===== src/rtl/ssg_pkg.sv =====
// Shared constants and types for the SSG tone scheduler: channel count, period width,
// register addresses and the slot index type.
package ssg_pkg;

    localparam int unsigned NUM_CH = 3;
    localparam int unsigned PER_W  = 12;

    localparam logic [3:0] ADDR_A_FINE   = 4'h0;
    localparam logic [3:0] ADDR_A_COARSE = 4'h1;
    localparam logic [3:0] ADDR_B_FINE   = 4'h2;
    localparam logic [3:0] ADDR_B_COARSE = 4'h3;
    localparam logic [3:0] ADDR_C_FINE   = 4'h4;
    localparam logic [3:0] ADDR_C_COARSE = 4'h5;
    localparam logic [3:0] ADDR_MIXER    = 4'h7;

    typedef logic [1:0] slot_t;

    function automatic logic [3:0] fine_addr(input int unsigned ch);
        case (ch)
            0:       return ADDR_A_FINE;
            1:       return ADDR_B_FINE;
            default: return ADDR_C_FINE;
        endcase
    endfunction

    function automatic logic [3:0] coarse_addr(input int unsigned ch);
        case (ch)
            0:       return ADDR_A_COARSE;
            1:       return ADDR_B_COARSE;
            default: return ADDR_C_COARSE;
        endcase
    endfunction

endpackage


===== src/rtl/ssg_regfile.sv =====
// Tone period and mixer registers with combinational readback.
// Unmapped addresses drop writes and read as zero.
module ssg_regfile
    import ssg_pkg::*;
(
    input  logic                           clk,
    input  logic                           reset,
    input  logic                           wr,
    input  logic [3:0]                     addr,
    input  logic [7:0]                     din,
    output logic [7:0]                     dout,
    output logic [NUM_CH-1:0][PER_W-1:0]   period,
    output logic [NUM_CH-1:0]              mixer_en
);

    logic [7:0] fine_q   [NUM_CH];
    logic [3:0] coarse_q [NUM_CH];
    logic [7:0] mixer_q;

    always_ff @(posedge clk) begin
        if (reset) begin
            for (int unsigned i = 0; i < NUM_CH; i++) begin
                fine_q[i]   <= '0;
                coarse_q[i] <= '0;
            end
            mixer_q <= '0;
        end else if (wr) begin
            for (int unsigned i = 0; i < NUM_CH; i++) begin
                if (addr == fine_addr(i))   fine_q[i]   <= din;
                if (addr == coarse_addr(i)) coarse_q[i] <= din[3:0];
            end
            if (addr == ADDR_MIXER) mixer_q <= din;
        end
    end

    always_comb begin
        dout = '0;
        for (int unsigned i = 0; i < NUM_CH; i++) begin
            if (addr == fine_addr(i))   dout = fine_q[i];
            if (addr == coarse_addr(i)) dout = {4'h0, coarse_q[i]};
        end
        if (addr == ADDR_MIXER) dout = mixer_q;
    end

    always_comb begin
        for (int unsigned i = 0; i < NUM_CH; i++) begin
            period[i] = {coarse_q[i], fine_q[i]};
        end
    end

    // Upper mixer bits are storage only.
    assign mixer_en = mixer_q[NUM_CH-1:0];

endmodule


===== src/rtl/ssg_tone_sched.sv =====
// Time-multiplexed SSG tone generator: one decrementer rotates over the channels,
// servicing a single slot per PHI_S cycle.
module ssg_tone_sched #(
    parameter int unsigned NUM_CH = ssg_pkg::NUM_CH,
    parameter int unsigned PER_W  = ssg_pkg::PER_W
) (
    input  logic              PHI_S,
    input  logic              RESET,
    input  logic              WR,
    input  logic [3:0]        ADDR,
    input  logic [7:0]        DIN,
    output logic [7:0]        DOUT,
    output logic [NUM_CH-1:0] TONE,
    output logic [1:0]        SLOT
);
    import ssg_pkg::*;

    slot_t                          slot_q, slot_d;
    logic [PER_W-1:0]               cnt_q [NUM_CH];
    logic [PER_W-1:0]               cnt_d [NUM_CH];
    logic [NUM_CH-1:0]              osc_q, osc_d;
    logic [NUM_CH-1:0][PER_W-1:0]   period;
    logic [NUM_CH-1:0]              mixer_en;

    ssg_regfile u_regfile (
        .clk      (PHI_S),
        .reset    (RESET),
        .wr       (WR),
        .addr     (ADDR),
        .din      (DIN),
        .dout     (DOUT),
        .period   (period),
        .mixer_en (mixer_en)
    );

    always_comb begin
        slot_d = (slot_q == slot_t'(NUM_CH - 1)) ? '0 : slot_q + 1'b1;
        cnt_d  = cnt_q;
        osc_d  = osc_q;
        for (int unsigned i = 0; i < NUM_CH; i++) begin
            if (slot_q == slot_t'(i)) begin
                if (cnt_q[i] != '0) begin
                    cnt_d[i] = cnt_q[i] - 1'b1;
                end else begin
                    // Period register still holds its pre-write value in a write cycle.
                    cnt_d[i] = period[i];
                    osc_d[i] = ~osc_q[i];
                end
            end
        end
    end

    always_ff @(posedge PHI_S) begin
        if (RESET) begin
            slot_q <= '0;
            osc_q  <= '0;
            for (int unsigned i = 0; i < NUM_CH; i++) begin
                cnt_q[i] <= '0;
            end
        end else begin
            slot_q <= slot_d;
            osc_q  <= osc_d;
            cnt_q  <= cnt_d;
        end
    end

    assign TONE = osc_q | mixer_en;
    assign SLOT = slot_q;

endmodule


===== config.mk =====
export PLATFORM = sky130hd
export DESIGN_NAME = ssg_tone_sched
export DESIGN_NICKNAME = d
export VERILOG_FILES = /design/src/rtl/ssg_pkg.sv /design/src/rtl/ssg_regfile.sv /design/src/rtl/ssg_tone_sched.sv
export SDC_FILE = /design/constraint.sdc
export NUM_CORES = 1
export LEC_CHECK = 0
export BUFFER_PORTS_ARGS = -buffer_cell sky130_fd_sc_hd__buf_2
export CORE_MARGIN = 4
export CORE_UTILIZATION = 50
export CTS_BUF_LIST = sky130_fd_sc_hd__clkbuf_8
export DETAILED_ROUTE_END_ITERATION = 6
export HOLD_SLACK_MARGIN = 0.03
export PLACE_DENSITY_LB_ADDON = 0.25
export SLEW_MARGIN = 25
export SYNTH_ARGS = -nofsm -noshare
export SYNTH_HDL_FRONTEND = slang
export SYNTH_SLANG_ARGS = --single-unit

===== constraint.sdc =====
create_clock -name PHI_S -period 5 [get_ports PHI_S]
set_clock_uncertainty 0.1 [all_clocks]
set_input_delay 0.75 -clock PHI_S [delete_from_list [all_inputs] [get_ports PHI_S]]
set_output_delay 0.75 -clock PHI_S [all_outputs]
set_load 0.1 [all_outputs]

Yosys cells after proc, flatten, opt, wreduce, memory -nomap -nowiden. Memories as Yosys holds them, arrays and structs flattened. Index checks and enable logic that the tools add are counted.

Add/sub/neg operators: 4. Multipliers: 0. Div/mod/pow operators: 0. Order comparisons: 0. Equality and inequality tests: 14. Shifts and indexed selects: 0. Mux-type cells: 54. Bitwise gates (word level): 13. Reduce and logical (&&, ||, !) cells: 10.

Operators with widths (count): $mux W8 (10); $mux W4 (15); $mux W12 (3); $reduce_bool A12 Y1 (3); $sub A12 B1 Y12 const B (3); $mux W1 (26); $eq A4 B4 Y1 (6); $eq A4 B3 Y1 const B (3); $eq A4 B2 Y1 const B (2); $reduce_and A2 Y1 (4); $not A1 Y1 (6); $or A1 B1 Y1 (6); $eq A4 B1 Y1 const B (1); $logic_not A4 Y1 (1); $or A3 B3 Y3 (1); $add A2 B1 Y2 const B (1); $eq A2 B1 Y1 const B (1); $eq A2 B2 Y1 const B (1); $logic_not A2 Y1 (1); $reduce_or A2 Y1 (1).

Bits in registers: 49. Bits in latches: 0. Bits in writable memories: 36. ROM bits: 0. Input bits: 15. Logic and storage cells: 105. Memories: 2.

Memories: u_regfile.fine_q (words 3, width 8, rd ports 3, clocked after memory_dff 0, wr ports 3, RTL line ssg_regfile.sv:16) `logic [7:0] fine_q [NUM_CH];`; u_regfile.coarse_q (words 3, width 4, rd ports 3, clocked after memory_dff 0, wr ports 3, RTL line ssg_regfile.sv:17) `logic [3:0] coarse_q [NUM_CH];`.

Depth between registers and ports, before layout. Gate-level depths: netlist (run 1).

Word-level depth: 8. Mapped depth: 8. Depth with buffers taken out: 6.

Modules after synthesis. Synthesis (run 1) repeated with hierarchy kept, for this count alone.

Cell total of the unflattened synthesis: 477. Area total of the unflattened synthesis: 4499.3 um^2.

Modules (own cells, without submodules): ssg_tone_sched (times used 1, cells each 308, area an instance 2467.4 um^2, seq. area each 820.8 um^2); ssg_regfile (times used 1, cells each 169, area an instance 2031.9 um^2, seq. area each 1241.2 um^2).

Worst setup path after synthesis (run 1). OpenSTA, ideal clock, no wires.

Path kind: in2out. Start: input ADDR[1]. End: output DOUT[4]. Data arrival time: 3.199 ns. Data required time: 4.150 ns. Slack: 0.951 ns. Stages on the path: 5. Buffers on the path: 3. Cell sequence: buf_2 -> buf_1 -> buf_1 -> mux2i_1 -> o22ai_1.

Longest elaborated chain between the ends: 8. Elaborated cells on any way between the ends: 14. Those cells by class: eq/ne (6); mux (7); reduce/logical (1).

Ends and longest elaborated chain: start: declaration (RTL line ssg_tone_sched.sv:10) `input logic [3:0] ADDR,`; $logic_not A4 Y1 (RTL line ssg_regfile.sv:39) `if (addr == fine_addr(i)) dout = fine_q[i];`; $mux W8 (RTL line ssg_regfile.sv:39); $mux W8 (RTL line ssg_regfile.sv:40) `if (addr == coarse_addr(i)) dout = {4'h0, coarse_q[i]};`; $mux W8 (RTL line ssg_regfile.sv:39); $mux W8 (RTL line ssg_regfile.sv:40); $mux W8 (RTL line ssg_regfile.sv:39); $mux W8 (RTL line ssg_regfile.sv:40); $mux W8 * (RTL line ssg_regfile.sv:42) `if (addr == ADDR_MIXER) dout = mixer_q;`; end: declaration (RTL line ssg_tone_sched.sv:12) `output logic [7:0] DOUT,`.

Every way passes the cells marked *; elsewhere a longest branch is shown, timed or not.

Worst setup path after layout (run 1).
Start: input ADDR[1]. End: output DOUT[0].

Same word-level chain as after synthesis.

==> results of run 1 <==
-- cells by family (layout without fill, tap and decap cells) --
| logic type | after synthesis | after routing | synth area share (%) |
|---|---|---|---|
| AOI/OAI and AO/OA | 116 | 116 | 18.1 |
| xor gates and xnor gates | 3 | 3 | 0.593 |
| adders and majority gates | 9 | 9 | 2.54 |
| DFF | 85 | 85 | 46.5 |
| and+or+nand+nor | 171 | 171 | 21.9 |
| buffers and inverters | 45 | 65 | 4.01 |
| muxes | 28 | 28 | 6.35 |
-- worst max path at each step --
| stage | to | slack [ns] | cells past startpoint |
|---|---|---|---|
| floorplan | DOUT[4] | 0.95 | 5 |
| global placement | DOUT[0] | 1.66 | 6 |
| detailed placement | DOUT[1] | 1.64 | 6 |
| CTS | DOUT[1] | 1.64 | 6 |
| global route | DOUT[0] | 1.42 | 6 |
| finish | DOUT[0] | 1.58 | 6 |
-- power breakdown --
group | total [uW] | switching, uW | internal (uW)
Clock | 430 | 252 | 178
Combinational | 1330 | 837 | 489
Sequential | 994 | 139 | 854
-- Yosys cell counts, types with 6 or more instances --
cell type and number:
nand2_1 33, ha_1 9, and2_1 18, a21oi_1 14
dfxtp_1 49, nor2_1 34, inv_1 20, a211oi_1 9
clkbuf_1 14, edfxtp_1 36, buf_2 7, a31oi_1 8
nand3_1 12, nand2b_1 7, nor3_1 11, o21ai_0 25
nor4_1 6, or2_2 6, o22ai_1 10, mux2i_1 27
or3_1 10
-- state kept, by name, summed over array words and instances (netlist names) --
| name | count |
|---|---|
| SLOT | 2 |
| cnt_q | 36 |
| osc_q | 3 |
| u_regfile.coarse_q | 12 |
| u_regfile.fine_q | 24 |
| u_regfile.mixer_q | 8 |
-- layout make-up --
type | count | area share [%]
clock buffer | 9 | 2.59
clock inverter | 7 | 0.914
inverter | 20 | 1.57
multi-input combinational | 327 | 45.9
sequential | 85 | 43.1
tap | 108 | 2.82
timing repair buffer | 29 | 3.13
-- critical path: stages --
cell and delay, ns:
buf_2 0.47, nor3b_1 0.38, a2bb2oi_1 0.11, o221ai_1 0.21, a32o_1 0.19, buf_2 0.44
-- placed cells by master, fill, tap and decap left out, drive strengths merged, types with 12 or more instances in the layout --
cell type  count
dfxtp         49
a21oi         14
and2          18
mux2i         27
o21ai         25
nand2         33
nand3         12
buf           29
edfxtp        36
nor2          34
inv           22
-- layer usage --
metal  vias up  wire length (um)  track usage, %  share of wire, %
met3        26               737            4.64               6.6
met1      1819              5190            31.6                46
li1       1752                 -               -                 -
met4         0               256            6.56               2.3
met5         -                 0               0                 0
met2       145              5050            33.8                45
-- per-stage QoR --
step | utilization [%] | instance area [um2] | hold WS, ns
after floorplan | - | 4430 | 0.340
after global placement | 53.2 | 4620 | 0.361
after detailed placement | 53.2 | 4620 | 0.359
after CTS | 55.1 | 4780 | 0.380
after global routing | 55.2 | 4790 | 0.396
final | 55.2 | 4790 | 0.381
==> key figures, run 1 <==
Status
  – Status: finished clean

STA
  – Setup violators final: 0
  – Crit share post-route: 68.3%
  – Max-slew headroom: 51.7%
  – FMAX: 0.293 GHz
  – Max Slew Vio Count: 0
  – Tightest Pin Transition: 0.720 ns
  – Min cycle time layout: 3.42 ns
  – Setup_tns: 0 ns
  – Final Hold Vio Count: 0
  – Worst Setup Slack, final: 1.58 ns
  – RSZ-0062 raised after global routing: false

Layout
  – Fin cells: 585
  – Register area: 2060 um2
  – Layout cell share with drive strength beyond 1: 13.0%
  – Layout area overhead: 8.01%
  – N_diodes: 0
  – Final #Nets: 496
  – # fillers: 801
  – Area of the multi-input gates: 2200 um2

Critical path
  – Crit Path Class: input pin to output port
  – Setup crit start: ADDR[1]
  – Worst Reg2Reg Path Length in Cells: 6
  – FF-to-FF setup slack: 2.76 ns
  – R2r startpoint: SLOT[0]
  – Worst EP arrival: 2.57 ns
  – Worst R2R End: cnt_q[10]
  – CP Launch Type: input pin
  – Max Fanout on Critical Path: 29
  – Worst EP required: 4.15 ns
  – Crit end category: output port

Floorplanning
  – Std cell rows: 34
  – Die Area: 10,400 um2
  – Die W: 102 um
  – Starting Density: 51.1%
  – Die Height: 102 um
  – Total I/O pin count: 28
  – Core area: 8680 um2

Logic synthesis
  – Yosys warning count: 0
  – Library cells used by synthesis: 61
  – Area leader, netlist: edfxtp_1
  – Mean Syn Cell Area: 9.70 um2
  – Ys flop type: dfxtp_1
  – Post-Syn Instances: 457
  – Yosys top cell area share: 24.4%
  – Seq/Total Area, Yosys: 46.5%
  – Ys async rst share: 0%
  – Mapped Area: 4430 um2
  – Synth area leaders: edfxtp_1 24%, dfxtp_1 22%, mux2i_1 6.1%
  – Synth Register Bits: 85
  – Post-synth EDFFs: 36
  – Mapped Nets: 481

Pwr
  – Pwr/cell area: 574 nW/um2
  – Leak: 0.00180 uW
  – Pwr Total: 2750 uW
  – Worst ir drop on vdd: 0.291 mV

CTS
  – Post-CTS resize count: 0
  – CTS Hold Bufs: 0
  – CTS clk-pin slew, worst paths: 0.09 ns
  – TritonCTS clock tree: yes
  – Clock Latency Late Sink: 0.35 ns
  – Clock tree buffer depth: 2
  – H-Tree Depth: 3
  – Post-CTS Setup Inserts: 0
  – CTS Sinks: 85
  – CTS Root Cell: clkbuf_8
  – Clock buffer count from CTS: 9

Detailed routing
  – Drt via density: 6.40
  – Routed wire per std cell: 19.2 um
  – Vias: 3,742
  – First drt pass iteration count: 5
  – Post-route ant nets: 0
  – Final WL: 11.2 mm
  – DRC: 0
  – Detailed Route Iter0 Violations: 450

Placed design
  – Dpl cells: 569
  – RD Place Congestion: 0.982
  – Post-place setup slack: 1.64 ns
  – Final HPWL DP: 8.21 mm
  – Number of port buffers: 27

Worst hold path
  – Hold Crit Class: flip-flop to flip-flop
  – Endpoint, Worst Hold: cnt_q[10]
  – Min-delay src: cnt_q[10]
  – Worst hold stages: 1

Global route
  – Initial antenna violation count: 0
  – Total track usage: 22.1%
  – Grt ovf: 0
  – Largest net degree at the start of global routing: 45
  – Vias in the first global route: 3,382
  – First-pass GRT wire length: 17.7 mm

Run
  – Max-cap violations: 0
No activity file was read; power rests on OpenSTA's default activity.
==> run 2: changes to the inputs <==
Settings changed: ABC_AREA set to 1.
Clock period 5 ns to 2.8 ns, I/O delays scaled along.
==> run 2 against run 1 <==
Compared with the run above: design area grew 11%; hold slack lost 0.13 ns; synthesized area grew 6.5%; largest power group unchanged; highest routed layer unchanged.
==> key figures, run 2 <==
STA
  – Tightest Pin Transition: 0.701 ns (was 0.720 ns)
  – Setup violators final: 0 (unchanged)
  – Max Slew Vio Count: 0 (unchanged)
  – FMAX: 0.436 GHz
  – Crit share post-route: 82.0%
  – Worst Setup Slack, final: 0.504 ns (was 1.58 ns)
  – Min cycle time layout: 2.30 ns
  – Final Hold Vio Count: 0 (unchanged)
  – RSZ-0062 raised after global routing: false (unchanged)
  – Max-slew headroom: 53.0% (was 51.7%)

CTS
  – CTS clk-pin slew, worst paths: 0.08 ns (was 0.09 ns)
  – Clock Latency Late Sink: 0.36 ns (was 0.35 ns)
  – Clock buffer count from CTS: 9 (unchanged)
  – Post-CTS resize count: 0 (unchanged)
  – Post-CTS Setup Inserts: 0 (unchanged)
  – CTS Root Cell: clkbuf_8 (unchanged)
  – Clock tree buffer depth: 2 (unchanged)
  – CTS Sinks: 85 (unchanged)
  – TritonCTS clock tree: yes (unchanged)
  – CTS Hold Bufs: 0 (unchanged)
  – H-Tree Depth: 3 (unchanged)

Critical path
  – Worst EP arrival: 1.78 ns (was 2.57 ns)
  – CP Launch Type: input pin (unchanged)
  – Worst EP required: 2.28 ns (was 4.15 ns)
  – Crit Path Class: input pin to output port (unchanged)
  – Crit end category: output port (unchanged)
  – Max Fanout on Critical Path: 9 (was 29)
  – Worst Reg2Reg Path Length in Cells: 7 (was 6)

Pwr
  – Pwr/cell area: 1100 nW/um2 (was 574 nW/um2)
  – Worst ir drop on vdd: 0.451 mV (was 0.291 mV)
  – Leak: 0.00246 uW (was 0.00180 uW)

Layout
  – Largest register FFs: 36 (unchanged)
  – Layout area overhead: 12.3% (was 8.01%)
  – Area of the multi-input gates: 2200 um2 (about the same)
  – Final instance area: 5310 um2 (was 4790 um2)
  – Commonest non-fill, non-tap cell in the layout: nand2_1 (was dfxtp_1)
  – Fin cells: 809 (was 585)
  – Largest Register: cnt_q (unchanged)
  – # fillers: 857 (was 801)
  – Most frequent cells in the layout: 148 x nand2_1, 105 x inv_1, 75 x nor2_1 (was 49 x dfxtp_1, 36 x edfxtp_1, 34 x nor2_1)
  – Final #Nets: 699 (was 496)
  – Register area: 2060 um2 (unchanged)
  – Top flop regs: cnt_q x36, u_regfile.fine_q x24, u_regfile.coarse_q x12 (unchanged)
  – Finished Core Util: 57.4% (was 55.2%)
  – Layout cell share with drive strength beyond 1: 11.3% (was 13.0%)
  – N_diodes: 0 (unchanged)

Global route
  – First-pass GRT wire length: 19.5 mm (was 17.7 mm)
  – Initial antenna violation count: 0 (unchanged)
  – Vias in the first global route: 4,053 (was 3,382)
  – Grt ovf: 0 (unchanged)
  – Total track usage: 21.8% (was 22.1%)
  – GRT met3 Usage: 3.64% (was 4.64%)
  – Largest net degree at the start of global routing: 20 (was 45)
  – Gr busiest metal: met2 (unchanged)
  – M2 GR Usage: 34.7% (was 33.8%)
  – Met1 GRT Util: 29.9% (was 31.6%)

Logic synthesis
  – Ys flop type: dfxtp_1 (unchanged)
  – Ys async rst share: 0% (unchanged)
  – Mean Syn Cell Area: 7.35 um2 (was 9.70 um2)
  – Post-Syn Instances: 643 (was 457)
  – Post-synth EDFFs: 36 (unchanged)
  – Mapped Area: 4720 um2 (was 4430 um2)
  – Count leader, synth: nand2_1 (was dfxtp_1)
  – Yosys top cell area share: 22.9% (was 24.4%)
  – Area leader, netlist: edfxtp_1 (unchanged)
  – Yosys warning count: 0 (unchanged)
  – Synth area leaders: edfxtp_1 23%, dfxtp_1 21%, nand2_1 12% (was edfxtp_1 24%, dfxtp_1 22%, mux2i_1 6.1%)
  – Synth Register Bits: 85 (unchanged)
  – Library cells used by synthesis: 37 (was 61)
  – Mapped Nets: 667 (was 481)
  – Most frequent cells after synthesis: 148 x nand2_1, 103 x inv_1, 75 x nor2_1, 57 x nand3_1, 49 x dfxtp_1 (was 49 x dfxtp_1, 36 x edfxtp_1, 34 x nor2_1, 33 x nand2_1, 27 x mux2i_1)
  – Seq/Total Area, Yosys: 43.6% (was 46.5%)

Floorplanning
  – Die Area: 11,100 um2 (was 10,400 um2)
  – Std cell rows: 35 (was 34)
  – Core area: 9240 um2 (was 8680 um2)
  – Die W: 105 um (was 102 um)
  – Die Height: 105 um (was 102 um)
  – Total I/O pin count: 28 (unchanged)
  – Starting Density: 51.1% (about the same)

Detailed routing
  – Drt via density: 5.23 (was 6.40)
  – Vias: 4,231 (was 3,742)
  – First drt pass iteration count: 5 (unchanged)
  – DRC: 0 (unchanged)
  – Routed wire per std cell: 14.6 um (was 19.2 um)
  – Final WL: 11.8 mm (was 11.2 mm)
  – Post-route ant nets: 0 (unchanged)
  – Detailed Route Iter0 Violations: 351 (was 450)

Placed design
  – Dpl cells: 793 (was 569)
  – Post-Place Cell Area: 5120 um2 (was 4620 um2)
  – RD Place Congestion: 0.949 (was 0.982)
  – Post-place setup slack: 0.435 ns (was 1.64 ns)
  – Number of port buffers: 27 (unchanged)
  – Final HPWL DP: 8.97 mm (was 8.21 mm)

Worst hold path
  – Worst hold stages: 3 (was 1)
  – Hold Crit Class: input pin to flip-flop (was flip-flop to flip-flop)

Run
  – Max-cap violations: 0 (unchanged)

Status
  – Status: finished clean (unchanged)
## run 2: final timing paths
| check | endpoint | slack [ns] | start |
|---|---|---|---|
| worst max-delay path | DOUT[5] | 0.50 | ADDR[3] |
| worst min-delay path | u_regfile.mixer_q[3] | 0.25 | DIN[3] |
| worst max register to register | cnt_q[20] | 0.83 | SLOT[1] |
| worst min register to register | u_regfile.mixer_q[5] | 0.36 | u_regfile.mixer_q[5] |
## run 2: layout make-up
| class | instances | share of cell area (%) |
|---|---|---|
| inverters | 108 | 7.73 |
| clock inverters | 7 | 1.25 |
| multi-input cells | 440 | 41.4 |
| well taps | 129 | 3.04 |
| clock buffers | 9 | 2.33 |
| repair buffers | 31 | 5.38 |
| flip-flops and latches | 85 | 38.9 |
## run 2: cells by family (layout without fill, tap and decap cells)
| kind of cell | count (synthesis) | in the layout | synth area share [%] |
|---|---|---|---|
| buffers and inverters | 118 | 155 | 9.85 |
| flip-flops | 85 | 85 | 43.6 |
| AO/OA/AOI/OAI | 106 | 106 | 12.0 |
| AND/OR/NAND/NOR | 321 | 321 | 31.4 |
| XOR/XNOR | 4 | 4 | 0.741 |
| adder cells (fa/ha/maj) | 9 | 9 | 2.38 |
## run 2: critical path: stages
cell	delay [ns]
buf_2	0.12
nor2_1	0.16
nand3_1	0.28
o21ai_0	0.33
a21oi_1	0.08
o21ai_0	0.16
buf_12	0.22
## run 2: metal layers
metal	routed length (um)	vias up
li1	-	2147
met4	171	0
met1	5380	1913
met5	0	-
met2	5450	158
met3	803	13
## run 2: power by group
| part | switching (uW) | internal [uW] | total, uW |
|---|---|---|---|
| clock network | 454 | 408 | 862 |
| registers | 254 | 1540 | 1790 |
| logic | 2140 | 1050 | 3190 |
| total | 2850 | 3000 | 5850 |
## run 2: metrics by stage
step                      TNS [ns]  total power [uW]  hold WS (ns)
after detailed placement         0              4970         0.355
after floorplan              -1.95              4330         0.324
after global placement           0              4890         0.339
final                            0              5850         0.246
after global routing             0              6350         0.236
after CTS                        0              5840         0.229
==> run 3: changes to the inputs <==
Settings changed: ABC_AREA 1 to 0.
Clock period 2.8 ns to 2.23 ns, I/O delays scaled along.
==> run 3 against run 2 <==
Compared with the run above: combinational power grew 4%; critical path depth is 1 lower; non-clock buffer count rose by 24.
==> key figures, run 3 (same netlist as run 1, synthesis figures left out) <==
Detailed routing
  – DRC: 0 (unchanged)
  – Drt via density: 6.09 (was 5.23)
  – Final WL: 11.3 mm (was 11.8 mm)
  – Detailed Route Iter0 Violations: 278 (was 351)
  – Routed wire per std cell: 18.4 um (was 14.6 um)
  – Post-route ant nets: 0 (unchanged)
  – First drt pass iteration count: 4 (was 5)
  – Vias: 3,727 (was 4,231)

CTS
  – CTS Sinks: 85 (unchanged)
  – Clock tree buffer depth: 2 (unchanged)
  – TritonCTS clock tree: yes (unchanged)
  – CTS clk-pin slew, worst paths: 0.08 ns (about the same)
  – Clock Latency Late Sink: 0.36 ns (about the same)
  – Clock buffer count from CTS: 9 (unchanged)
  – H-Tree Depth: 3 (unchanged)
  – CTS Root Cell: clkbuf_8 (unchanged)
  – CTS Hold Bufs: 0 (unchanged)

STA
  – RSZ-0062 raised after global routing: false (unchanged)
  – Setup violators final: 0 (unchanged)
  – Crit share post-route: 97.0%
  – Setup_tns: 0 ns (unchanged)
  – Min cycle time layout: 2.16 ns
  – FMAX: 0.462 GHz
  – Final Hold Vio Count: 0 (unchanged)
  – Max-slew headroom: 65.0% (was 53.0%)
  – Tightest Pin Transition: 0.517 ns (was 0.701 ns)
  – Worst Setup Slack, final: 0.0665 ns (was 0.504 ns)
  – Max Slew Vio Count: 0 (unchanged)

Placed design
  – RD Place Congestion: 0.968 (was 0.949)
  – Post-place setup slack: 0.103 ns (was 0.435 ns)
  – Final HPWL DP: 8.56 mm (was 8.97 mm)
  – Number of port buffers: 27 (unchanged)

Global route
  – Grt ovf: 0 (unchanged)
  – Vias in the first global route: 3,543 (was 4,053)
  – Total track usage: 22.6% (was 21.8%)
  – Largest net degree at the start of global routing: 45 (was 20)
  – Initial antenna violation count: 0 (unchanged)
  – First-pass GRT wire length: 18.1 mm (was 19.5 mm)

Layout
  – Largest register FFs: 36 (unchanged)
  – # fillers: 757 (was 857)
  – Layout area overhead: 19.2% (was 12.3%)
  – N_diodes: 0 (unchanged)
  – Layout cell share with drive strength beyond 1: 21.0% (was 11.3%)
  – Commonest non-fill, non-tap cell in the layout: dfxtp_1 (was nand2_1)
  – Final #Nets: 523 (was 699)
  – Largest Register: cnt_q (unchanged)
  – Most frequent cells in the layout: 47 x dfxtp_1, 36 x edfxtp_1, 34 x nor2_1 (was 148 x nand2_1, 105 x inv_1, 75 x nor2_1)
  – Top flop regs: cnt_q x36, u_regfile.fine_q x24, u_regfile.coarse_q x12 (unchanged)

Floorplanning
  – Die Area: 10,400 um2 (was 11,100 um2)
  – Total I/O pin count: 28 (unchanged)
  – Die Height: 102 um (was 105 um)
  – Die W: 102 um (was 105 um)
  – Core area: 8680 um2 (was 9240 um2)
  – Std cell rows: 34 (was 35)
  – Starting Density: 51.1% (about the same)

Critical path
  – Max Fanout on Critical Path: 11 (was 9)
  – Worst EP required: 1.80 ns (was 2.28 ns)
  – FF-to-FF setup slack: 0.12 ns (was 0.83 ns)
  – Crit Path Class: input pin to output port (unchanged)
  – Worst EP arrival: 1.73 ns (was 1.78 ns)
  – Crit end category: output port (unchanged)
  – CP Launch Type: input pin (unchanged)

Run
  – Max-cap violations: 0 (unchanged)

Pwr
  – Leak: 0.00202 uW (was 0.00246 uW)
  – Worst ir drop on vdd: 0.465 mV (was 0.451 mV)
  – Pwr/cell area: 1280 nW/um2 (was 1100 nW/um2)

Worst hold path
  – Hold Crit Class: input pin to flip-flop (unchanged)

Status
  – Status: finished clean (unchanged)
## run 3: cell types whose count changed in the layout (fill, tap and decap cells not counted), sizes merged, moves of 8 or more
cell    delta
a211oi     +9
a21oi     -19
and2      +16
buf       +24
inv       -88
mux2i     +27
nand2    -123
nand3     -47
nor2      -55
nor4       +8
o21ai     -32
or3       +10
## run 3: critical path, stage by stage
cell and delay (ns):
buf_2 0.19, nor3b_1 0.41, a2bb2oi_1 0.14, o221ai_1 0.25, a32o_2 0.21, buf_12 0.18
## run 3: routing by layer
metal | up-vias | global-route usage (%) | wire length [um]
met5 | - | 0 | 0
met4 | 0 | 5.75 | 191
met3 | 16 | 5.53 | 847
met2 | 126 | 34.8 | 5190
met1 | 1774 | 32.1 | 5020
li1 | 1811 | - | -
## run 3: where the power goes
| part | total (uW) | switching [uW] | internal (uW) |
|---|---|---|---|
| clock | 1210 | 555 | 659 |
| combinational | 3310 | 1940 | 1370 |
| sequential | 2230 | 313 | 1920 |
| total | 6760 | 2810 | 3950 |
## run 3: cell type report
class                      instances  area, um2  share of cell area (%)
clock buffer                      10        138                    2.60
inverter                          20       75.1                    1.42
sequential                        85       2070                    39.2
timing repair buffer              55        465                    8.81
clock inverter                     6       87.6                    1.66
tap                              108        135                    2.56
multi-input combinational        328       2310                    43.8
## run 3: timing repair
action,4_1_cts,5_1_grt
endpoints found under the setup margin,0,8
buffers inserted,0,1
gates resized for setup,0,8
## run 3: worst paths after layout
| path | startpoint | cells after the start | end |
|---|---|---|---|
| worst max-delay path | ADDR[1] | 6 | DOUT[1] |
| worst min-delay path | DIN[6] | 3 | u_regfile.mixer_q[6] |
| worst min register to register | SLOT[0] | 1 | SLOT[0] |
| worst max register to register | cnt_q[0] | 6 | cnt_q[1] |
## run 3: per-stage QoR
| stage | area, um2 | hold slack [ns] | utilization (%) | power (uW) | cells |
|---|---|---|---|---|---|
| finish | 5280 | 0.125 | 60.9 | 6760 | 612 |
| global route | 5280 | 0.143 | 60.9 | 7210 | 612 |
| CTS | 5230 | 0.118 | 60.2 | 6610 | 610 |
| detailed placement | 5000 | 0.333 | 57.6 | 5390 | 594 |
| global placement | 5000 | 0.319 | 57.6 | 5330 | 594 |
| floorplan | 4510 | 0.340 | - | 4620 | 457 |
